<file path="src/rtl/mem_access_ctrl.sv">
// Load/store sequencer between the MEM-stage controls and a word-wide data memory port.
// Issues aligned requests, builds store lanes, captures read data and stalls the pipeline.
`timescale 1ns/1ps
module mem_access_ctrl #(
  parameter int unsigned ADDR_W  = 32,
  parameter int unsigned TIMEOUT = 15
) (
  input  logic              clk,
  input  logic              rst_n,
  input  logic              MemRead,
  input  logic              MemWrite,
  input  logic              MemSize,
  input  logic [ADDR_W-1:0] addr,
  input  logic [15:0]       store_data,
  output logic              mem_req,
  output logic              mem_we,
  output logic [ADDR_W-1:0] mem_addr,
  output logic [3:0]        mem_be,
  output logic [31:0]       mem_wdata,
  input  logic              mem_ready,
  input  logic              mem_rvalid,
  input  logic [31:0]       mem_rdata,
  output logic [31:0]       mem_read_data,
  output logic [1:0]        offset,
  output logic              MemReadSize,
  output logic              load_done,
  output logic              stall,
  output logic              misalign_err,
  output logic              bus_err
);

  localparam int unsigned CntW = $clog2(TIMEOUT + 1);

  typedef enum logic [1:0] {StIdle, StReq, StWaitR, StDone} state_e;

  state_e            state_q, state_d;
  logic [CntW-1:0]   cnt_q, cnt_d;
  logic [ADDR_W-1:0] addr_q;
  logic              size_q;
  logic [15:0]       sdata_q;
  logic              load_q;
  logic [31:0]       rdata_q;
  logic [1:0]        off_q;
  logic              rsize_q;
  logic              misalign_q;
  logic              bus_err_q;

  logic req_valid;
  logic misaligned;
  logic accept;
  logic capture;
  logic timeout;

  assign req_valid  = MemRead | MemWrite;
  assign misaligned = MemSize & addr[0];
  assign accept     = (state_q == StIdle) & req_valid & ~misaligned;

  // State register and wait counter
  always_ff @(posedge clk or negedge rst_n) begin
    if (!rst_n) begin
      state_q <= StIdle;
      cnt_q   <= '0;
    end else begin
      state_q <= state_d;
      cnt_q   <= cnt_d;
    end
  end

  // Next state; counter clears on entry to each waiting state
  always_comb begin
    state_d = state_q;
    cnt_d   = cnt_q;
    capture = 1'b0;
    timeout = 1'b0;
    unique case (state_q)
      StIdle: begin
        if (accept) begin
          state_d = StReq;
          cnt_d   = '0;
        end
      end
      StReq: begin
        if (mem_ready) begin
          if (!load_q) begin
            state_d = StDone;
          end else if (mem_rvalid) begin
            capture = 1'b1;
            state_d = StDone;
          end else begin
            state_d = StWaitR;
            cnt_d   = '0;
          end
        end else if (cnt_q == CntW'(TIMEOUT - 1)) begin
          timeout = 1'b1;
          state_d = StDone;
        end else begin
          cnt_d = cnt_q + CntW'(1);
        end
      end
      StWaitR: begin
        if (mem_rvalid) begin
          capture = 1'b1;
          state_d = StDone;
        end else if (cnt_q == CntW'(TIMEOUT - 1)) begin
          timeout = 1'b1;
          state_d = StDone;
        end else begin
          cnt_d = cnt_q + CntW'(1);
        end
      end
      StDone:  state_d = StIdle;
      default: state_d = StIdle;
    endcase
  end

  // Request, capture and error-pulse registers
  always_ff @(posedge clk or negedge rst_n) begin
    if (!rst_n) begin
      addr_q     <= '0;
      size_q     <= 1'b0;
      sdata_q    <= '0;
      load_q     <= 1'b0;
      rdata_q    <= '0;
      off_q      <= '0;
      rsize_q    <= 1'b0;
      misalign_q <= 1'b0;
      bus_err_q  <= 1'b0;
    end else begin
      if (accept) begin
        addr_q  <= addr;
        size_q  <= MemSize;
        sdata_q <= store_data;
        load_q  <= MemRead;
      end
      if (capture) begin
        rdata_q <= mem_rdata;
        off_q   <= addr_q[1:0];
        rsize_q <= size_q;
      end
      misalign_q <= (state_q == StIdle) & req_valid & misaligned;
      bus_err_q  <= timeout;
    end
  end

  // Outputs
  always_comb begin
    mem_req   = 1'b0;
    mem_we    = 1'b0;
    mem_addr  = '0;
    mem_be    = 4'b0000;
    mem_wdata = '0;
    load_done = 1'b0;
    stall     = accept;
    unique case (state_q)
      StIdle: ;
      StReq: begin
        stall    = 1'b1;
        mem_req  = 1'b1;
        mem_we   = ~load_q;
        mem_addr = {addr_q[ADDR_W-1:2], 2'b00};
        if (!load_q) begin
          if (size_q) begin
            mem_be    = addr_q[1] ? 4'b1100 : 4'b0011;
            mem_wdata = {2{sdata_q}};
          end else begin
            mem_be    = 4'b0001 << addr_q[1:0];
            mem_wdata = {4{sdata_q[7:0]}};
          end
        end
      end
      StWaitR: stall = 1'b1;
      // A timed-out load reaches DONE with bus_err set and must not report data
      StDone:  load_done = load_q & ~bus_err_q;
      default: ;
    endcase
  end

  assign mem_read_data = rdata_q;
  assign offset        = off_q;
  assign MemReadSize   = rsize_q;
  assign misalign_err  = misalign_q;
  assign bus_err       = bus_err_q;

endmodule
</file>
<file path="config.mk">
export PLATFORM = sky130hd
export DESIGN_NAME = mem_access_ctrl
export DESIGN_NICKNAME = d
export VERILOG_FILES = /design/src/rtl/mem_access_ctrl.sv
export SDC_FILE = /design/constraint.sdc
export NUM_CORES = 1
export LEC_CHECK = 0
export ABC_AREA = 1
export BUFFER_PORTS_ARGS = -buffer_cell sky130_fd_sc_hd__buf_2
export CAP_MARGIN = 15
export CORE_ASPECT_RATIO = 1.2
export CORE_MARGIN = 10
export CORE_UTILIZATION = 30
export DETAILED_ROUTE_END_ITERATION = 6
export GPL_TIMING_DRIVEN = 0
export SYNTH_ARGS = -nofsm -noshare
export SYNTH_HDL_FRONTEND = slang
export SYNTH_SLANG_ARGS = --single-unit
</file>
<file path="constraint.sdc">
create_clock -name clk -period 1.8 [get_ports clk]
set_input_delay 0.18 -clock clk [delete_from_list [all_inputs] [get_ports clk]]
set_output_delay 0.18 -clock clk [all_outputs]
set_load 0.03 [all_outputs]
</file>
# Word level (Yosys, flattened, before mapping)

Cells that the tools add are included.

Bitwise logic cells: 9
Shift operators: 1
$add $sub $neg: 1
Muxes and demuxes: 34
Reductions and logical operators: 4
Equality and inequality tests: 8

Operator list:

| operator            | count |
|---|---|
| $mux 32             | 4 |
| $mux 4              | 10 |
| $mux 1              | 12 |
| $pmux 4 s3          | 1 |
| $mux 2              | 4 |
| $pmux 2 s4          | 1 |
| $ne 3x3->1 const B  | 2 |
| $and 1x1->1         | 5 |
| $reduce_and 5->1    | 1 |
| $add 4x1->4 const B | 1 |
| $eq 2x2->1 const B  | 2 |
| $eq 4x4->1 const B  | 1 |
| $ne 2x2->1 const B  | 2 |
| $pmux 1 s2          | 2 |
| $shl 1x2->4 const A | 1 |
| $not 1->1           | 3 |
| $reduce_bool 3->1   | 1 |
| $eq 2x1->1 const B  | 1 |
| $logic_not 2->1     | 1 |
| $reduce_or 2->1     | 1 |
| $or 1x1->1          | 1 |

Logic and storage cells: 68
Bits of input ports: 87
Output and inout bits: 109
Flip-flop bits (word level): 93

# Depth between registers and ports, before layout

Depth in word-level cells: 5
Mapped depth: 11
Mapped depth without buffers: 10

# Worst setup path before layout

OpenSTA, ideal clock, no wires.

Path kind: flip-flop to output port
From: register state_q[1]
To: output port mem_wdata[25]
Arrival: 2.399 ns
Required time: 1.620 ns
Path buffers: 2
Stages on the path, launching flop included: 9
Path slack: -0.779 ns
Path through: dfrtp_1 inv_1 ha_1 buf_2 inv_1 nor2_1 inv_1 a211oi_1 buf_4

Word-level cells in the longest chain between the ends: 2

Ends and longest elaborated chain:

| element                  | line | RTL |
|---|---|---|
| start: declaration       | 36   | `state_e state_q, state_d;` |
| start signal: assignment | 61   | `state_q <= StIdle;` |
| start signal: assignment | 64   | `state_q <= state_d;` |
| $eq 2x1->1               | 154  | `unique case (state_q)` |
| $mux 32                  | 154  |  |
| end: declaration         | 19   | `output logic [31:0] mem_wdata,` |

No other way between the ends.

# Worst setup path after layout

From: register state_q[1]
To: output port mem_wdata[26]

The elaborated chain is that of the path after synthesis.

==> flow_metrics.env <==
export IMPL_status="finished with violations"
export IMPL_violations="setup timing"
export IMPL_ios=196
export IMPL_antenna_found_initial=1
export IMPL_syn_area_mm2=0.00443
export IMPL_fin_util=0.512
export IMPL_wl_met1_um=6140
export IMPL_dieWidth_um=131
export IMPL_final_cell_area_mm2=0.00738
export IMPL_via_per_inst=4.48
export IMPL_start_util=0.307
export IMPL_core_area_mm2=0.0144
export IMPL_grt_max_degree=55
export IMPL_drt_total_wl_um=15500
export IMPL_drt_iter0_markers=287
export IMPL_grt_pass1_wl_um=22700
export IMPL_cp_required_ns=1.62
export IMPL_worst_pin_slew_ns=0.733
export IMPL_fin_setup_tns_ns=-7.63
export IMPL_synth_compound_area_share=0.0901
export IMPL_drv_slew=0
export IMPL_power_mw=15.5
export IMPL_cts_buffer_depth=2
export IMPL_max_freq_mhz=501
export IMPL_slew_headroom=0.511
export IMPL_synth_edf_count=0
export IMPL_hold_ws_ns=0.0718
export IMPL_hp_class="in2reg"
export IMPL_maxCapViolCount=0
export IMPL_rsz0062_at_grt="true"
export IMPL_cts_buffers=9
export IMPL_synthCells=567
export IMPL_skew_ns=0.00793
export IMPL_drive_gt1_frac=0.449
export IMPL_crit_fanout=3
export IMPL_overflow=0
export IMPL_synth_seq_cells=93
export IMPL_placed_area_mm2=0.00582
export IMPL_synthAdderAreaFrac=0.0169
export IMPL_synth_xor_area_share=0.00198
export IMPL_route_met2_wl_um=8180
export IMPL_drc=0
export IMPL_fin_crit_sh=1.11
export IMPL_dieHeight_um=153
export IMPL_diodes=0
export IMPL_syn_avg_cell_area_um2=7.81
export IMPL_powerDensity_mw_per_mm2=2100
export IMPL_synth_distinct_cells=18
export IMPL_setup_viol_count_final=84
export IMPL_dp_hpwl_um=11000
export IMPL_cts_clk_slew_worst_paths_ns=0.07
export IMPL_hold_viol=0
export IMPL_grt_pass1_vias=4251
export IMPL_r2r_slack_ns=-0.11
export IMPL_instances_no_fill=983
export IMPL_dp_cells=937
export IMPL_critPathKind="reg2out"
export IMPL_ys_top_cells_by_area="dfrtp_1 (53%), nand2_1 (15%), inv_1 (8.5%)"
export IMPL_via_count=4407
export IMPL_clock_sinks=93
export IMPL_leakagePower_nw=4.22
export IMPL_synth_top_family_by_area="simple AND/OR/NAND/NOR gates"
export IMPL_cts_root_buf="clkbuf_16"
export IMPL_io_buffer_count=193
export IMPL_wl_met3_um=924
export IMPL_synth_mux_area_frac=0
export IMPL_synth_most_common_cell="nand2_1"
export IMPL_synth_simple_gate_area_frac=0.219
export IMPL_gp_congestion=0.843
export IMPL_top_layer_used="met5"
export IMPL_yosysTopAreaCellShare=0.525
export IMPL_ys_flop_type="dfrtp_1"
export IMPL_post_drt_wl_per_cell_um=15.8
export IMPL_ys_seq_area_frac=0.525
export IMPL_synthTopCellsByCount="nand2_1 (173), inv_1 (100), dfrtp_1 (93), o21ai_0 (52), nand3_1 (41)"
export IMPL_row_count=48
export IMPL_cts_tree="yes"
export IMPL_post_route_min_period_ns=2.00
export IMPL_die_area_mm2=0.0200
export IMPL_crit_arrival_ns=1.82
export IMPL_synth_top_area_cell="dfrtp_1"
export IMPL_track_usage=0.142
export IMPL_timing_final_ws_setup_ns=-0.197
export IMPL_peakVddDrop_uv=770
export IMPL_drtPass1Iterations=5
export IMPL_synthArstFlopShare=1.00
export IMPL_final_antenna_net_count=0
export IMPL_htree_levels=3
export IMPL_post_place_ws_ns=-0.313
export IMPL_cp_start_kind="flip-flop"
export IMPL_nNetsFinal=896
export IMPL_yosys_warnings=0
export IMPL_areaGrowthSynthToFinish_pct=66.6
export IMPL_clk_latency_ns=0.33
export IMPL_end_kind="output port"
-- flip-flops by register name, summed over array words and instances, names as in the netlist --
signal,flops
addr_q,32
mem_read_data,32
sdata_q,16
cnt_q,4
offset,2
state_q,2
MemReadSize,1
bus_err,1
load_q,1
misalign_err,1
size_q,1
-- critical path, cell delays in order (launching register included) --
cell and delay, ns:
dfrtp_1 0.39, inv_2 0.08, ha_4 0.16, inv_4 0.04, nor2_4 0.10, buf_6 0.13, buf_6 0.11, o21ai_2 0.07
a21oi_4 0.16, buf_6 0.12, buf_6 0.12
-- per-layer routing --
layer  up-vias  global-route usage
met5         -                   0
met4         2              0.0440
met3        13              0.0325
met2       129               0.257
met1      2083               0.160
li1       2180                   -
-- logic make-up after synthesis --
logic type,count (synthesis)
AOI/OAI and AO/OA,78
other,1
and+or+nand+nor,242
adders and majority gates,6
xor gates and xnor gates,1
DFF,93
buffers and inverters,146
-- report_power, final --
group / switching (mW) / internal [mW] / leakage (nW) / total [mW]
sequential: 0.629 / 3.00 / 1.16 / 3.63
combinational: 5.81 / 3.94 / 2.91 / 9.75
clock: 0.831 / 1.26 / 0.152 / 2.09
total: 7.27 / 8.20 / 4.22 / 15.5
-- what timing repair did --
item | CTS | global route
pin swaps | 4 | 7
endpoints found under the hold margin | 53 | 0
endpoints found under the setup margin | 105 | 95
gates cloned | 0 | 7
buffers inserted | 14 | 12
resized for setup | 131 | 160
hold buffers | 1 | 0
-- area by class of cell --
type	instances	area (µm²)
Sequential cell	93	2330
Multi-Input combinational cell	329	1950
Buffer	42	402
Timing Repair Buffer	228	1770
Tap cell	175	219
Clock buffer	11	243
Clock inverter	5	83.8
Fill cell	1371	7030
Inverter	100	390
-- final timing paths --
| kind | end | cells after the start | startpoint |
|---|---|---|---|
| hold reg to reg | mem_read_data[16]$_DFFE_PN0P_ | 2 | mem_read_data[16]$_DFFE_PN0P_ |
| hold / removal | mem_read_data[20]$_DFFE_PN0P_ | 3 | mem_rdata[20] |
| min in group asynchronous | addr_q[18]$_DFFE_PN0P_ | 2 | rst_n |
| max in group asynchronous | mem_read_data[24]$_DFFE_PN0P_ | 3 | rst_n |
| setup reg to reg | mem_read_data[23]$_DFFE_PN0P_ | 13 | state_q[1]$_DFFE_PN0P_ |
| setup / recovery | mem_wdata[26] | 10 | state_q[1]$_DFFE_PN0P_ |
-- placed cells by master, fill, tap and decap left out, types with 2 or more instances in the layout --
cell / n
a21oi_1: 13
a21oi_2: 3
a21oi_4: 7
buf_12: 6
buf_2: 137
buf_4: 18
buf_6: 85
buf_8: 5
bufinv_16: 2
clkbuf_1: 10
clkbuf_16: 14
clkbuf_8: 2
clkinvlp_4: 2
conb_1: 2
dfrtp_1: 93
ha_1: 4
ha_4: 2
inv_1: 81
inv_2: 17
nand2_1: 138
nand2_2: 15
nand2_4: 20
nand3_1: 39
nand3_4: 2
nor2_1: 15
nor2_4: 11
o21ai_0: 43
o21ai_1: 2
o21ai_2: 3
o21ai_4: 5
(Power assumes the default switching activity.)
